<file path="src/rtl/seg_spinner_pkg.sv">
// rtl/seg_spinner_pkg.sv - segment indices, seg_t and perimeter position to {digit, segment} mapping
package seg_spinner_pkg;

    localparam int SEG_A = 0;
    localparam int SEG_B = 1;
    localparam int SEG_C = 2;
    localparam int SEG_D = 3;
    localparam int SEG_E = 4;
    localparam int SEG_F = 5;
    localparam int SEG_G = 6;

    localparam int POS_W_MAX = 5;

    typedef logic [6:0] seg_t;

    typedef struct packed {
        logic [2:0] digit;
        logic [2:0] seg;
    } digit_seg_t;

    // Top edge runs left to right, down the right side, bottom right to left, up the left side
    function automatic digit_seg_t pos_to_digit_seg(input logic [POS_W_MAX-1:0] p, input int n);
        digit_seg_t r;
        int         pi;
        pi = int'(p);
        if (pi < n) begin
            r.digit = 3'(n - 1 - pi);
            r.seg   = 3'(SEG_A);
        end else if (pi == n) begin
            r.digit = 3'd0;
            r.seg   = 3'(SEG_B);
        end else if (pi == n + 1) begin
            r.digit = 3'd0;
            r.seg   = 3'(SEG_C);
        end else if (pi < 2 * n + 2) begin
            r.digit = 3'(pi - n - 2);
            r.seg   = 3'(SEG_D);
        end else if (pi == 2 * n + 2) begin
            r.digit = 3'(n - 1);
            r.seg   = 3'(SEG_E);
        end else begin
            r.digit = 3'(n - 1);
            r.seg   = 3'(SEG_F);
        end
        return r;
    endfunction

endpackage

</file>
<file path="src/rtl/seg_spinner_tick_gen.sv">
// rtl/seg_spinner_tick_gen.sv - tick_gen: speed-selectable prescaler producing the animation step
module tick_gen #(
    parameter int DIV_BASE = 12_500_000
) (
    input  logic       clk,
    input  logic       rst_n,
    input  logic       i_en,
    input  logic [1:0] i_speed,
    output logic       o_step
);

    // Wide enough for the slowest setting, DIV_BASE << 3
    localparam int CNT_W = $clog2(DIV_BASE * 8);

    logic [CNT_W-1:0] r_cnt;
    logic [CNT_W-1:0] w_limit;

    assign w_limit = CNT_W'((DIV_BASE << i_speed) - 1);
    assign o_step  = i_en && (r_cnt == w_limit);

    // Overshoot after a speed decrease clears silently; only an exact match steps
    always_ff @(posedge clk or negedge rst_n) begin
        if (!rst_n) begin
            r_cnt <= '0;
        end else if (i_en) begin
            if (r_cnt >= w_limit) begin
                r_cnt <= '0;
            end else begin
                r_cnt <= r_cnt + 1'b1;
            end
        end
    end

endmodule

</file>
<file path="src/rtl/seg_spinner.sv">
// rtl/seg_spinner.sv - seven-segment perimeter spinner with multiplexed scan
// Optional two-segment trail: define SEG_SPINNER_TRAIL_EN.
module seg_spinner
    import seg_spinner_pkg::*;
#(
    parameter int N_DIGITS  = 8,
    parameter int DIV_BASE  = 12_500_000,
    parameter int SCAN_BITS = 17
) (
    input  logic                                clk,
    input  logic                                rst_n,
    input  logic                                en,
    input  logic                                cw,
    input  logic [1:0]                          speed,
    output logic [N_DIGITS-1:0]                 an,
    output logic [6:0]                          seg,
    output logic [$clog2(2*N_DIGITS+4)-1:0]     pos,
    output logic                                lap
);

    localparam int P     = 2 * N_DIGITS + 4;
    localparam int POS_W = $clog2(P);

    logic [POS_W-1:0]     r_pos;
    logic                 r_lap;
    logic [SCAN_BITS-1:0] r_scan_div;
    logic [2:0]           r_digit;
    logic [N_DIGITS-1:0]  r_an;
    seg_t                 r_seg;

    logic                 w_step;
    logic                 w_pos_last;
    logic                 w_pos_first;
    digit_seg_t           w_head;
    seg_t                 w_lit;
    logic [N_DIGITS-1:0]  w_an;

    tick_gen #(
        .DIV_BASE (DIV_BASE)
    ) u_tick_gen (
        .clk     (clk),
        .rst_n   (rst_n),
        .i_en    (en),
        .i_speed (speed),
        .o_step  (w_step)
    );

    assign w_pos_last  = (r_pos == POS_W'(P - 1));
    assign w_pos_first = (r_pos == '0);

    always_ff @(posedge clk or negedge rst_n) begin
        if (!rst_n) begin
            r_pos <= '0;
            r_lap <= 1'b0;
        end else begin
            r_lap <= w_step && (cw ? w_pos_last : w_pos_first);
            if (w_step) begin
                if (cw) begin
                    r_pos <= w_pos_last ? '0 : r_pos + 1'b1;
                end else begin
                    r_pos <= w_pos_first ? POS_W'(P - 1) : r_pos - 1'b1;
                end
            end
        end
    end

    always_ff @(posedge clk or negedge rst_n) begin
        if (!rst_n) begin
            r_scan_div <= '0;
            r_digit    <= '0;
        end else begin
            r_scan_div <= r_scan_div + 1'b1;
            if (&r_scan_div) begin
                r_digit <= (r_digit == 3'(N_DIGITS - 1)) ? 3'd0 : r_digit + 3'd1;
            end
        end
    end

    assign w_head = pos_to_digit_seg(POS_W_MAX'(r_pos), N_DIGITS);

`ifdef SEG_SPINNER_TRAIL_EN
    logic [POS_W-1:0] w_prev;
    digit_seg_t       w_tail;

    assign w_prev = cw ? (w_pos_first ? POS_W'(P - 1) : r_pos - 1'b1)
                       : (w_pos_last  ? '0            : r_pos + 1'b1);
    assign w_tail = pos_to_digit_seg(POS_W_MAX'(w_prev), N_DIGITS);
`endif

    always_comb begin
        w_lit = '0;
        if (w_head.digit == r_digit) begin
            w_lit[w_head.seg] = 1'b1;
        end
`ifdef SEG_SPINNER_TRAIL_EN
        if (w_tail.digit == r_digit) begin
            w_lit[w_tail.seg] = 1'b1;
        end
`endif
    end

    always_comb begin
        w_an = '1;
        for (int d = 0; d < N_DIGITS; d++) begin
            if (r_digit == 3'(d) && |w_lit) begin
                w_an[d] = 1'b0;
            end
        end
    end

    always_ff @(posedge clk or negedge rst_n) begin
        if (!rst_n) begin
            r_an  <= '1;
            r_seg <= 7'h7F;
        end else begin
            r_an  <= w_an;
            r_seg <= ~w_lit;
        end
    end

    assign an  = r_an;
    assign seg = r_seg;
    assign pos = r_pos;
    assign lap = r_lap;

endmodule

</file>
<file path="config.mk">
export PLATFORM = sky130hd
export DESIGN_NAME = seg_spinner
export DESIGN_NICKNAME = d
export VERILOG_FILES = /design/src/rtl/seg_spinner_pkg.sv /design/src/rtl/seg_spinner_tick_gen.sv /design/src/rtl/seg_spinner.sv
export SDC_FILE = /design/constraint.sdc
export NUM_CORES = 1
export LEC_CHECK = 0
export BUFFER_PORTS_ARGS = -buffer_cell sky130_fd_sc_hd__buf_2
export CORE_MARGIN = 2
export CORE_UTILIZATION = 45
export CTS_BUF_LIST = sky130_fd_sc_hd__clkbuf_4 sky130_fd_sc_hd__clkbuf_8 sky130_fd_sc_hd__clkbuf_16
export DETAILED_ROUTE_END_ITERATION = 10
export SYNTH_ARGS = -nofsm -noshare
export SYNTH_HDL_FRONTEND = slang
export SYNTH_HIERARCHICAL = 1
export SYNTH_SLANG_ARGS = --single-unit
export TNS_END_PERCENT = 1
</file>
<file path="constraint.sdc">
create_clock -name clk -period 2.7 [get_ports clk]
set_clock_uncertainty 0.1 [all_clocks]
set_input_delay 0 -clock clk [delete_from_list [all_inputs] [get_ports clk]]
set_output_delay 0 -clock clk [all_outputs]
set_load 0.03 [all_outputs]
</file>
## Yosys cells after proc, flatten, opt, wreduce, memory -nomap -nowiden

Cells that the tools add are included.

| cells by class | value |
|---|---|
| $add $sub $neg | 9 |
| magnitude comparators | 5 |
| shift-type cells | 1 |
| muxes and demuxes | 22 |
| equal/unequal tests | 13 |
| reductions and logical operators | 15 |
| bitwise operators | 1 |

Operators by type and width:

| operator | count |
|---|---|
| $add 27x1->27 const B | 1 |
| $eq 27x27->1 | 1 |
| $ge 27x27->1 | 1 |
| $mux 27 | 1 |
| $shl 24x2->27 const A | 1 |
| $sub 27x2->27 const B | 1 |
| $mux 6 | 4 |
| $eq 5x5->1 const B | 4 |
| $add 17x1->17 const B | 1 |
| $reduce_and 17->1 | 1 |
| $mux 5 | 3 |
| $eq 3x3->1 const B | 4 |
| $logic_and 1x1->1 | 11 |
| $mux 1 | 11 |
| $mux 7 | 1 |
| $not 7->7 | 1 |
| $reduce_or 7->1 | 1 |
| $eq 3x2->1 const B | 2 |
| $add 5x1->5 const B | 1 |
| $logic_not 5->1 | 1 |
| $lt 5x4->1 const B | 1 |
| $lt 5x5->1 const B | 1 |
| $sub 5x1->5 const B | 1 |
| $lt 3x4->1 const B | 1 |
| other kinds (10) | 10 |

| storage, ports and cells | value |
|---|---|
| input port bits | 6 |
| flip-flop bits (word level) | 68 |

## Longest topological paths before layout

Gate-level depths: netlist of the first run.

| logic depth | value |
|---|---|
| depth after elaboration | 14 |
| mapped depth | 12 |
| gate-level depth less buffers | 11 |

## Modules after synthesis

Netlist of the first run, hierarchy kept.

By module, submodules not included:

| module | cells an instance | seq. area each (um^2) | area each (um^2) | instances |
|---|---|---|---|---|
| seg_spinner | 217 | 1044.8 | 2255.9 | 1 |
| tick_gen | 214 | 675.6 | 2182.1 | 1 |

## Worst setup path after synthesis of the first run

Ideal clock, no wire load.

| timing path | value |
|---|---|
| path kind | reg2reg |
| from | register r_pos[0] (netlist: pos[0]) |
| to | register r_an[2] (netlist: an[2]) |
| clock period less this slack | 2.388 ns |
| library setup time | 0.098 ns |
| required time | 2.502 ns |
| data arrival time | 2.190 ns |
| slack | 0.312 ns |
| stages on the path, launching flop included | 8 |
| cell sequence | dfrtp_1 inv_1 ha_1 o21ba_4 o2111a_1 a2111oi_4 buf_6 nand4_1 |

| on the way | value |
|---|---|
| word-level cells in the longest chain between the ends | 14 |

RTL lines:

| item | RTL line | RTL |
|---|---|---|
| start: declaration | seg_spinner.sv:24 | `logic [POS_W-1:0] r_pos;` |
| start signal: assignment | seg_spinner.sv:59 | `r_pos <= w_pos_last ? '0 : r_pos + 1'b1;` |
| start signal: assignment | seg_spinner.sv:61 | `r_pos <= w_pos_first ? POS_W'(P - 1) : r_pos - 1'b1;` |
| parallel branches: the longest is 5 deep, another holds $lt 5x5->1 | n/a |  |
| $mux 6 * | seg_spinner_pkg.sv:26 | `if (pi < n) begin` |
| $lt 3x4->1 (implied by the code) or $ge 3x1->1 (tied branches) | seg_spinner.sv:93 | `w_lit[w_head.seg] = 1'b1;` |
| $logic_and 1x1->1 (implied by the code) | seg_spinner.sv:93 |  |
| $mux 1 (implied by the code) | seg_spinner.sv:93 |  |
| $demux 1 s3 | seg_spinner.sv:93 |  |
| $mux 7 * | seg_spinner.sv:92 | `if (w_head.digit == r_digit) begin` |
| $reduce_or 7->1 * | seg_spinner.sv:105 | `if (r_digit == 3'(d) && \|w_lit) begin` |
| $logic_and 1x1->1 * | seg_spinner.sv:105 |  |
| $mux 1 * | seg_spinner.sv:105 |  |
| net w_an[2] | seg_spinner.sv:36 | `logic [N_DIGITS-1:0] w_an;` |
| end signal: assignment | seg_spinner.sv:116 | `r_an <= w_an;` |
| end: declaration | seg_spinner.sv:28 | `logic [N_DIGITS-1:0] r_an;` |

Mark *: on every way through the listed nets, which the timed path passes.
A chain may end at the register's enable or synchronous reset.

## Worst setup path after layout of the first run

| timing path | value |
|---|---|
| from | register u_tick_gen.r_cnt[18] |
| to | register u_tick_gen.r_cnt[10] |

| on the way | value |
|---|---|
| word-level cells in the longest chain between the ends | 2 |

RTL lines:

| item | RTL line | RTL |
|---|---|---|
| start: declaration | seg_spinner_tick_gen.sv:15 | `logic [CNT_W-1:0] r_cnt;` |
| start signal: assignment | seg_spinner_tick_gen.sv:29 | `r_cnt <= r_cnt + 1'b1;` |
| $ge 27x27->1 | seg_spinner_tick_gen.sv:26 | `if (r_cnt >= w_limit) begin` |
| $mux 27 | seg_spinner_tick_gen.sv:26 |  |

No other way between the ends.

==> metrics.cfg, run 1 <==
[power]
total_leakage_power_nw = 2.26
power_density_mw_per_mm2 = 456
combPwrFrac_pct = 9.9
peakVddDrop_v = 0.000202
clockPowerShare_pct = 42.5
p_switching_uw = 569
power_frac_seq_pct = 47.7
swShare_pct = 24.7
p_int_mw = 1.74

[synthesis]
synth_warnings = 6
synth-seq-cells = 68
ys.flop_type = dfrtp_1
synth_top_family_by_area = simple AND/OR/NAND/NOR gates
synth.area.top_cells = dfrtp_1, ha_1, dfstp_2
ys_top_cells_by_count = dfrtp_1, ha_1, nand2_1
synth.mux.area_fraction_pct = 1.18
synth_area_sq_mm = 0.00444
synthSimpleGateAreaFrac_pct = 25.2
avgSynthCellArea_sq_um = 10.3
synth_compound_area_share_pct = 12.9
ys_types = 70
synth_fa_ha_area_share_pct = 10.4
syn_inst = 431
ys_seq_area_share_pct = 38.8
synth_top_area_share_pct = 29.9
synth_xor_area_share_pct = 6.91
ys_async_sr_fraction_pct = 100
synth_edf_count = 0
yosysMostFrequentCell = dfrtp_1
yosysTopAreaCell = dfrtp_1

[placement]
place_congestion = 0.839
dp_hpwl_um = 6420
numPortBuffers = 26
dpl-instance-area_sq_mm = 0.00479
dp_cells = 592
place_ws_ns = 0.0457

[clock_network]
cts_root_buf = clkbuf_8
hold_buffers = 3
post_cts_resized = 0
post_cts_buffers = 0
clk_pin_slew_ns = 0.08
clk_latency_ns = 0.34
max-clock-path-buffers = 2
cts.sinks = 68
cts_tree = done
cts_made_buffers = 9
htree_levels = 3

[floorplan]
dieWidth_um = 103
fp.coreArea_sq_mm = 0.00968
design.die.area_sq_mm = 0.0107
io_pins = 27
start_util_pct = 45.8
num_rows = 36
die_h_um = 103

[timing]
final_max_slew_viol_count = 0
setup_viol = 0
tns_ns = 0
hold_viol = 0
fin_ws_ns = 0.174
finalCritPeriodShare_pct = 93.6
maxSlewHeadroom_pct = 47.6
grt_setup_unrepaired = false
fin_crit_ns = 2.53
tightestPinTransition_ns = 0.785
max_freq_mhz = 396

[detailed_routing]
drt-met1-wl_um = 4320
highest_layer = met4
wire_per_inst_um = 14.5
first_iter_violations = 119
postRouteAntennaNets = 0
wirelength_um = 8840
wl_met2_um = 4110
drc = 0
vias_per_cell = 5.34
wl_met3_um = 254
firstDrtPassIters = 4
vias = 3260

[critical_path]
timing.rr.end = u_tick_gen/r_cnt[10]
worst-path-buf-inv = 1
start_kind = flop
worst-path-max-fanout = 10
r2r_cells = 8
r2r_setup_slack_ns = 0.17
critPathKind = flop to flop
slowest_delay_ns = 0.45
crit_chain = ha_1 > a21oi_1 > a21oi_1 > o311ai_1 > nand3_2 > o31a_4 > buf_12 > nor2_4
crit_arrival_ns = 2.70
path_common_cell = a21oi_1
reg2reg_from = u_tick_gen/r_cnt[18]
end_kind = flop
cp_slowest_cell = dfrtp_1
worstPathRequired_ns = 2.87
cpLargestDelayFamily = compound AO/OA/AOI/OAI gates

[layout]
final_nets = 516
fin_area_sq_mm = 0.00505
instances_no_fill = 611
drive_above_1_share_pct = 24.5
antenna_cells = 0
synthToLayoutAreaGrowth_pct = 13.8
fin_util_pct = 52.2

[run]
cap_violations = 0

[hold_path]
hold_class = input pin to asynchronous set/reset pin

[grt]
antenna_found_initial = 0
grt.total_usage_pct = 18.5
grt_pass1_vias = 3255
grt_max_degree = 36
grt-ovfl-total = 0
grt_pass1_wl_um = 15400

[run_status]
status = completed

==> final cells by class <==
| type | count | area, sq um |
|---|---|---|
| Clock buffer | 13 | 166 |
| Clock inverter | 3 | 68.8 |
| Fill cell | 878 | 4630 |
| Inverter | 22 | 82.6 |
| Multi-Input combinational cell | 327 | 2530 |
| Sequential cell | 68 | 1720 |
| Tap cell | 133 | 166 |
| Timing Repair Buffer | 45 | 318 |
==> cell families (layout without fill, tap and decap cells) <==
kind of cell,count (synthesis),after routing
XOR/XNOR,35,35
other,3,4
buffers and inverters,37,83
AND/OR/NAND/NOR,172,172
multiplexers,5,5
flip-flops,68,68
adder cells (fa/ha/maj),37,37
AO/OA/AOI/OAI,74,74
==> per-stage QoR <==
step / hold slack [ns] / total power [mW]
after floorplan: -0.396 / 1.27
after global placement: 0.0312 / 1.34
after detailed placement: 0.0407 / 1.34
after CTS: 0.191 / 2.35
after global routing: 0.261 / 2.42
final: 0.176 / 2.31
==> layer usage <==
metal  global-route usage [%]  vias up
li1                         -     1623
met1                     25.4     1571
met2                     28.4       51
met3                     3.70       15
met4                     8.30        0
met5                        0        -
==> placed cells by master (no fill, tap or decap), types with 3 or more instances in the layout <==
master | netlist | final
xnor2_1 | 19 | 19
nor2_4 | 20 | 20
nor2b_1 | 4 | 4
clkbuf_8 | 0 | 11
nor3_1 | 8 | 8
o41ai_1 | 3 | 3
buf_2 | 4 | 26
o21ai_0 | 10 | 10
a22o_1 | 6 | 6
nor2_1 | 22 | 22
ha_1 | 37 | 37
dfstp_2 | 15 | 15
dfrtp_1 | 53 | 53
a21oi_1 | 18 | 18
o21bai_1 | 3 | 3
a21boi_0 | 4 | 4
and4_1 | 5 | 5
a21o_1 | 4 | 4
a211oi_1 | 4 | 4
dlygate4sd3_1 | 0 | 3
nand4_1 | 20 | 20
and3b_1 | 3 | 3
xor2_1 | 16 | 16
buf_4 | 0 | 13
or2_2 | 4 | 4
mux2i_1 | 3 | 3
nand2_1 | 34 | 34
and3_1 | 13 | 13
nand3_1 | 18 | 18
buf_12 | 2 | 3
conb_1 | 3 | 4
inv_1 | 21 | 21
==> state kept, by name, indices dropped and copies added (netlist names) <==
name              cells
u_tick_gen/r_cnt     27
an                    8
pos                   5
seg                   7
r_scan_div           17
r_digit               3
lap                   1
==> worst max path at each step <==
stage                                    start              endpoint  slack, ns  cells after the start
after detailed placement              speed[1]  u_tick_gen/r_cnt[10]       0.05                     10
final                     u_tick_gen/r_cnt[18]  u_tick_gen/r_cnt[10]       0.17                      8
after floorplan                         pos[0]                 an[2]       0.31                      7
after global routing      u_tick_gen/r_cnt[18]   u_tick_gen/r_cnt[7]      0.005                      8
after CTS                 u_tick_gen/r_cnt[18]  u_tick_gen/r_cnt[10]       0.21                      8
after global placement                speed[1]   u_tick_gen/r_cnt[6]       0.11                     10
==> power by group through the flow <==
stage | clock network [mW] | logic (mW) | registers [mW]
3_3_place_gp | 0 | 0.221 | 1.12
5_1_grt | 1.06 | 0.256 | 1.11
3_5_place_dp | 0 | 0.226 | 1.12
6_report | 0.979 | 0.227 | 1.10
2_1_floorplan | 0 | 0.164 | 1.11
4_1_cts | 1.02 | 0.230 | 1.10
==> worst register-to-register path: stages, from the launching register on <==
cell and delay [ns]:
dfrtp_1 0.45, ha_1 0.35, a21oi_1 0.14, a21oi_1 0.10, o311ai_1 0.34, nand3_2 0.25, o31a_4 0.45, buf_12 0.17
nor2_4 0.10
(Power assumes the default switching activity.)
==> run 2: changes to the inputs <==
--- a/config.mk
+++ b/config.mk
@@ -6,6 +6,7 @@
 export NUM_CORES = 1
 export LEC_CHECK = 0
 export BUFFER_PORTS_ARGS = -buffer_cell sky130_fd_sc_hd__buf_2
+export CORE_ASPECT_RATIO = 0.6
 export CORE_MARGIN = 2
 export CORE_UTILIZATION = 45
 export CTS_BUF_LIST = sky130_fd_sc_hd__clkbuf_4 sky130_fd_sc_hd__clkbuf_8 sky130_fd_sc_hd__clkbuf_16
==> run 2 against run 1 <==
Die area increased by 0.24%; sequential share of layout area is 0.53 points lower; register-to-register slack barely moved; critical path depth unchanged; first-iteration DRC count is 46% higher; cell count is 0.65% higher; via count is 0.52% lower; worst hold slack worse by 0.070 ns; flip-flop and latch count is the same.
==> metrics.cfg, run 2 (same netlist as run 1, synthesis figures left out) <==
[critical_path]
end_kind = flop
crit_arrival_ns = 2.63  ; -0.07 ns
worst-path-max-fanout = 6  ; -4
r2r_setup_slack_ns = 0.18  ; about the same
worstPathRequired_ns = 2.81  ; -0.06 ns
crit_chain = ha_1 > nand4_1 > nor2_1 > nor4b_2 > a21boi_4 > buf_4 > nor4_2 > mux2_1
r2r_cells = 8  ; unchanged
critPathKind = flop to flop
crit_start = u_tick_gen/r_cnt[22]
timing.rr.end = u_tick_gen/r_cnt[0]
slowest_delay_ns = 0.45  ; about the same
reg2reg_from = u_tick_gen/r_cnt[22]
endpoint = u_tick_gen/r_cnt[0]
cp_slowest_cell = dfrtp_1
start_kind = flop

[floorplan]
dieWidth_um = 132  ; +28%
die_h_um = 80.9  ; -22%
num_rows = 28  ; -22%
design.die.area_sq_mm = 0.0107  ; +0.24%
start_util_pct = 45.6  ; -0.26 points
fp.coreArea_sq_mm = 0.00974  ; +0.57%
io_pins = 27  ; unchanged

[run]
cap_violations = 0  ; unchanged

[layout]
synthToLayoutAreaGrowth_pct = 15.6
largest_reg_flops = 27  ; unchanged
fillCellCount = 910  ; +3.6%
antenna_cells = 0  ; unchanged
final_cell_mix = dfrtp_1, ha_1, nand2_1
final_common_cell = dfrtp_1
regMostFlops = u_tick_gen/r_cnt
final_nets = 518  ; +0.39%
drive_above_1_share_pct = 25.0  ; +0.52 points

[timing]
final_max_slew_viol_count = 0  ; unchanged
setup_viol = 0  ; unchanged
fin_crit_ns = 2.52  ; -0.00489 ns
hold_viol = 0  ; unchanged
grt_setup_unrepaired = false
hold_ws_ns = 0.106  ; -0.0704 ns
tightestPinTransition_ns = 0.723  ; -0.0621 ns
maxSlewHeadroom_pct = 51.8  ; +4.1 points
finalCritPeriodShare_pct = 93.4  ; -0.18 points
max_freq_mhz = 397  ; +0.19%
tns_ns = 0  ; unchanged

[detailed_routing]
vias_per_cell = 5.27  ; -1.2%
wirelength_um = 8920  ; +0.96%
vias = 3243  ; -0.52%
postRouteAntennaNets = 0  ; unchanged
wire_per_inst_um = 14.5  ; +0.31%
firstDrtPassIters = 4  ; unchanged
first_iter_violations = 174  ; +46%
drc = 0  ; unchanged

[grt]
grt-ovfl-total = 0  ; unchanged
grt_pass1_wl_um = 15400  ; about the same
grt_max_degree = 69  ; +92%
grt_pass1_vias = 3030  ; -6.9%
antenna_found_initial = 0  ; unchanged
grt.total_usage_pct = 18.4  ; -0.16 points

[power]
peakVddDrop_v = 0.000383  ; +90%
power_density_mw_per_mm2 = 491  ; +7.7%
total_leakage_power_nw = 2.31  ; +2.0%

[clock_network]
cts_tree = done
clk_pin_slew_ns = 0.05  ; -0.03 ns
cts.sinks = 68  ; unchanged
cts_made_buffers = 9  ; unchanged
htree_levels = 3  ; unchanged
cts_root_buf = clkbuf_16
max-clock-path-buffers = 2  ; unchanged
clk_latency_ns = 0.33  ; about the same
post_cts_buffers = 0  ; unchanged

[placement]
place_congestion = 0.867  ; +3.3%
numPortBuffers = 26  ; unchanged
dp_hpwl_um = 6630  ; +3.2%

[hold_path]
hold_class = input pin to asynchronous set/reset pin

[run_status]
status = completed

run 2: cell types whose count changed in the layout (fill, tap and decap cells not counted):
cell,change
and4_1,-1
buf_12,-1
clkbuf_16,+9
clkinv_4,-1
buf_4,+3
clkbuf_8,-6
and4_2,+1
bufinv_16,-2
run 2: final cells by class:
| cell class | count | area (sq um) | area share (%) |
|---|---|---|---|
| Clock buffer | 16 | 309 | 6.02 |
| Inverter | 22 | 82.6 | 1.61 |
| Multi-Input combinational cell | 327 | 2530 | 49.3 |
| Sequential cell | 68 | 1720 | 33.5 |
| Tap cell | 135 | 169 | 3.29 |
| Timing Repair Buffer | 47 | 320 | 6.24 |
run 2: power breakdown:
| group | total [mW] | switching, mW | leakage, nW | internal [mW] |
|---|---|---|---|---|
| Sequential | 1.10 | 0.0469 | 0.860 | 1.06 |
| Clock | 1.19 | 0.419 | 0.156 | 0.768 |
| Combinational | 0.230 | 0.144 | 1.29 | 0.0867 |
| Total | 2.52 | 0.610 | 2.31 | 1.91 |
run 2: layer usage:
metal | up-vias | GRT usage [%] | routed length (um)
li1 | 1626 | - | -
met3 | 12 | 4.81 | 327
met5 | - | 0 | 0
met1 | 1550 | 27.5 | 5000
met2 | 55 | 25.6 | 3470
met4 | 0 | 5.70 | 124
run 2: critical path: cells and delay by family, from the launching register on:
kind / cells / cell delay, ns
flip-flops: 1 / 0.45
adder cells (fa/ha/maj): 1 / 0.34
buffers and inverters: 1 / 0.17
AO/OA/AOI/OAI: 1 / 0.26
AND/OR/NAND/NOR: 4 / 0.80
multiplexers: 1 / 0.29
run 2: timing repair:
item	in CTS	in global routing
hold endpoints to repair	75	0
hold buffers	3	0
gates resized for setup	0	1
setup endpoints to repair	0	14
run 2: how the worst min path moves through the flow:
stage	startpoint	endpoint	slack [ns]	cells after the start
after floorplan	rst_n	lap	-0.40	0
after CTS	rst_n	r_scan_div[8]	0.13	3
after detailed placement	rst_n	r_scan_div[0]	-0.04	2
final	rst_n	lap	0.11	3
after global routing	rst_n	lap	0.17	3
after global placement	rst_n	lap	-0.05	2
run 2: through the flow:
stage               instance area, sq um  cells  setup WS, ns  utilization, %  power (mW)
floorplan                           4440    432         0.312               -        1.27
global placement                    4790    596        0.0712            49.2        1.34
detailed placement                  4790    596       0.00933            49.2        1.34
CTS                                 5130    615         0.161            52.7        2.55
global route                        5130    615        0.0158            52.7        2.63
finish                              5130    615         0.178            52.7        2.52
==> run 3: changes to the inputs <==
--- a/config.mk
+++ b/config.mk
@@ -8,9 +8,10 @@
 export BUFFER_PORTS_ARGS = -buffer_cell sky130_fd_sc_hd__buf_2
 export CORE_ASPECT_RATIO = 0.6
 export CORE_MARGIN = 2
-export CORE_UTILIZATION = 45
+export CORE_UTILIZATION = 55
 export CTS_BUF_LIST = sky130_fd_sc_hd__clkbuf_4 sky130_fd_sc_hd__clkbuf_8 sky130_fd_sc_hd__clkbuf_16
 export DETAILED_ROUTE_END_ITERATION = 10
+export PLACE_DENSITY = 0.73
 export SYNTH_ARGS = -nofsm -noshare
 export SYNTH_HDL_FRONTEND = slang
 export SYNTH_HIERARCHICAL = 1
==> run 3 against run 2 <==
Die area is 17% lower; sequential share of layout area up 0.79 points; sequential power is essentially flat; highest routed layer unchanged.
==> metrics.cfg, run 3 (same netlist as run 1, synthesis figures left out) <==
[layout]
synthToLayoutAreaGrowth_pct = 13.0
final_cell_mix = dfrtp_1, ha_1, nand2_1
fin_util_pct = 63.9  ; +11 points
largest_reg_flops = 27  ; unchanged
final_nets = 514  ; -0.77%
final_common_cell = dfrtp_1
drive_above_1_share_pct = 24.2  ; -0.84 points
regMostFlops = u_tick_gen/r_cnt
antenna_cells = 0  ; unchanged

[detailed_routing]
firstDrtPassIters = 5  ; +1
wire_per_inst_um = 15.5  ; +6.6%
first_iter_violations = 303  ; +74%
vias_per_cell = 5.63  ; +6.7%
vias = 3286  ; +1.3%
drc = 0  ; unchanged
wirelength_um = 9030  ; +1.2%
postRouteAntennaNets = 0  ; unchanged

[critical_path]
worst-path-max-fanout = 11  ; +5
timing.rr.end = u_tick_gen/r_cnt[21]
end_kind = flop
r2r_setup_slack_ns = 0.17  ; about the same
cp_slowest_cell = o31a_4
critPathKind = flop to flop
crit_arrival_ns = 2.68  ; +0.05 ns
worstPathRequired_ns = 2.85  ; +0.04 ns
reg2reg_from = u_tick_gen/r_cnt[18]
r2r_cells = 7  ; -1
crit_start = u_tick_gen/r_cnt[18]
start_kind = flop
slowest_delay_ns = 0.55  ; +0.10 ns
path_common_cell = a21oi_1
crit_chain = ha_1 > a21oi_1 > a21oi_1 > o311ai_1 > nand3_2 > o31a_4 > a21oi_1

[floorplan]
io_pins = 27  ; unchanged
design.die.area_sq_mm = 0.00883  ; -17%
dieWidth_um = 120  ; -9.3%
start_util_pct = 56.5  ; +11 points
fp.coreArea_sq_mm = 0.00785  ; -19%
die_h_um = 73.6  ; -9.1%
num_rows = 25  ; -11%

[timing]
tightestPinTransition_ns = 0.862  ; +0.139 ns
maxSlewHeadroom_pct = 42.5  ; -9.2 points
hold_viol = 0  ; unchanged
grt_setup_unrepaired = false
fin_crit_ns = 2.53  ; +0.00665 ns
tns_ns = 0  ; unchanged
max_freq_mhz = 396  ; -0.26%
finalCritPeriodShare_pct = 93.6  ; +0.25 points
final_max_slew_viol_count = 0  ; unchanged
setup_viol = 0  ; unchanged

[run]
cap_violations = 0  ; unchanged

[grt]
grt_max_degree = 69  ; unchanged
grt-ovfl-total = 0  ; unchanged
grt_pass1_wl_um = 14600  ; -5.1%
antenna_found_initial = 0  ; unchanged
grt.total_usage_pct = 21.2  ; +2.8 points
grt_pass1_vias = 2993  ; -1.2%

[clock_network]
cts_made_buffers = 9  ; unchanged
cts_root_buf = clkbuf_16
clk_pin_slew_ns = 0.05  ; about the same
htree_levels = 3  ; unchanged
cts.sinks = 68  ; unchanged
cts_tree = done
clk_latency_ns = 0.32  ; about the same
max-clock-path-buffers = 2  ; unchanged

[placement]
dp_hpwl_um = 6400  ; -3.4%
numPortBuffers = 26  ; unchanged
place_congestion = 0.863  ; -0.38%

[run_status]
status = completed

[power]
peakVddDrop_v = 0.000374  ; -2.4%
total_leakage_power_nw = 2.26  ; -1.9%
power_density_mw_per_mm2 = 478  ; -2.7%
totalPowerFinal_mw = 2.40  ; -5.0%

[hold_path]
hold_class = input pin to asynchronous set/reset pin

-- run 3: cell types whose count changed in the layout (fill, tap and decap cells not counted) --
cell / delta
clkbuf_4: +2
o31a_4: +1
clkinv_2: +3
buf_12: -2
buf_4: -3
and4_2: -1
and4_1: +1
clkbuf_8: -5
-- run 3: cell type report --
class	count	area, sq um
clock inverter	3	15.0
sequential	68	1720
timing repair buffer	42	258
fill	634	2840
inverter	22	82.6
clock buffer	13	255
tap	108	135
multi-input combinational	328	2550
-- run 3: layer usage --
layer	GRT usage, %	share of wire (%)	vias to the layer above
met5	0	0	-
met4	5.10	0.72	0
met3	5.67	5.5	7
met2	29.9	41	75
met1	32.1	53	1580
li1	-	-	1624
-- run 3: where the power goes --
group          internal [mW]  switching [mW]
logic                 0.0853           0.142
clock network          0.657           0.409
registers               1.06          0.0453
total                   1.80           0.596
-- run 3: worst max-delay path by stage --
stage | slack (ns) | end | cells after the start
final | 0.17 | u_tick_gen/r_cnt[21] | 7
after CTS | 0.08 | u_tick_gen/r_cnt[21] | 7
after floorplan | 0.31 | an[2] | 7
after global placement | 0.06 | u_tick_gen/r_cnt[21] | 9
after detailed placement | -0.0003 | u_tick_gen/r_cnt[21] | 9
after global routing | 0.03 | u_tick_gen/r_cnt[2] | 7
-- run 3: through the flow --
step	cells	hold slack (ns)	cell area [sq um]	setup slack [ns]
2_1_floorplan	432	-0.396	4440	0.312
3_3_place_gp	564	0.147	4700	0.0614
3_5_place_dp	564	0.146	4700	-0.000299
4_1_cts	583	0.339	5000	0.0777
5_1_grt	584	0.369	5010	0.0322
6_report	584	0.306	5010	0.172
-- run 3: critical path: cells and delay by family (launching register included) --
| kind | cells | cell delay (ns) |
|---|---|---|
| AOI/OAI and AO/OA | 5 | 1.28 |
| DFF | 1 | 0.44 |
| adders and majority gates | 1 | 0.35 |
| and+or+nand+nor | 1 | 0.28 |
-- run 3: timing repair --
| item | 4_1_cts | 5_1_grt |
|---|---|---|
| hold buffers | 3 | 0 |
| endpoints found under the hold margin | 58 | 0 |
| resized for setup | 0 | 1 |
| setup buffers | 0 | 0 |
| setup endpoints to repair | 0 | 20 |
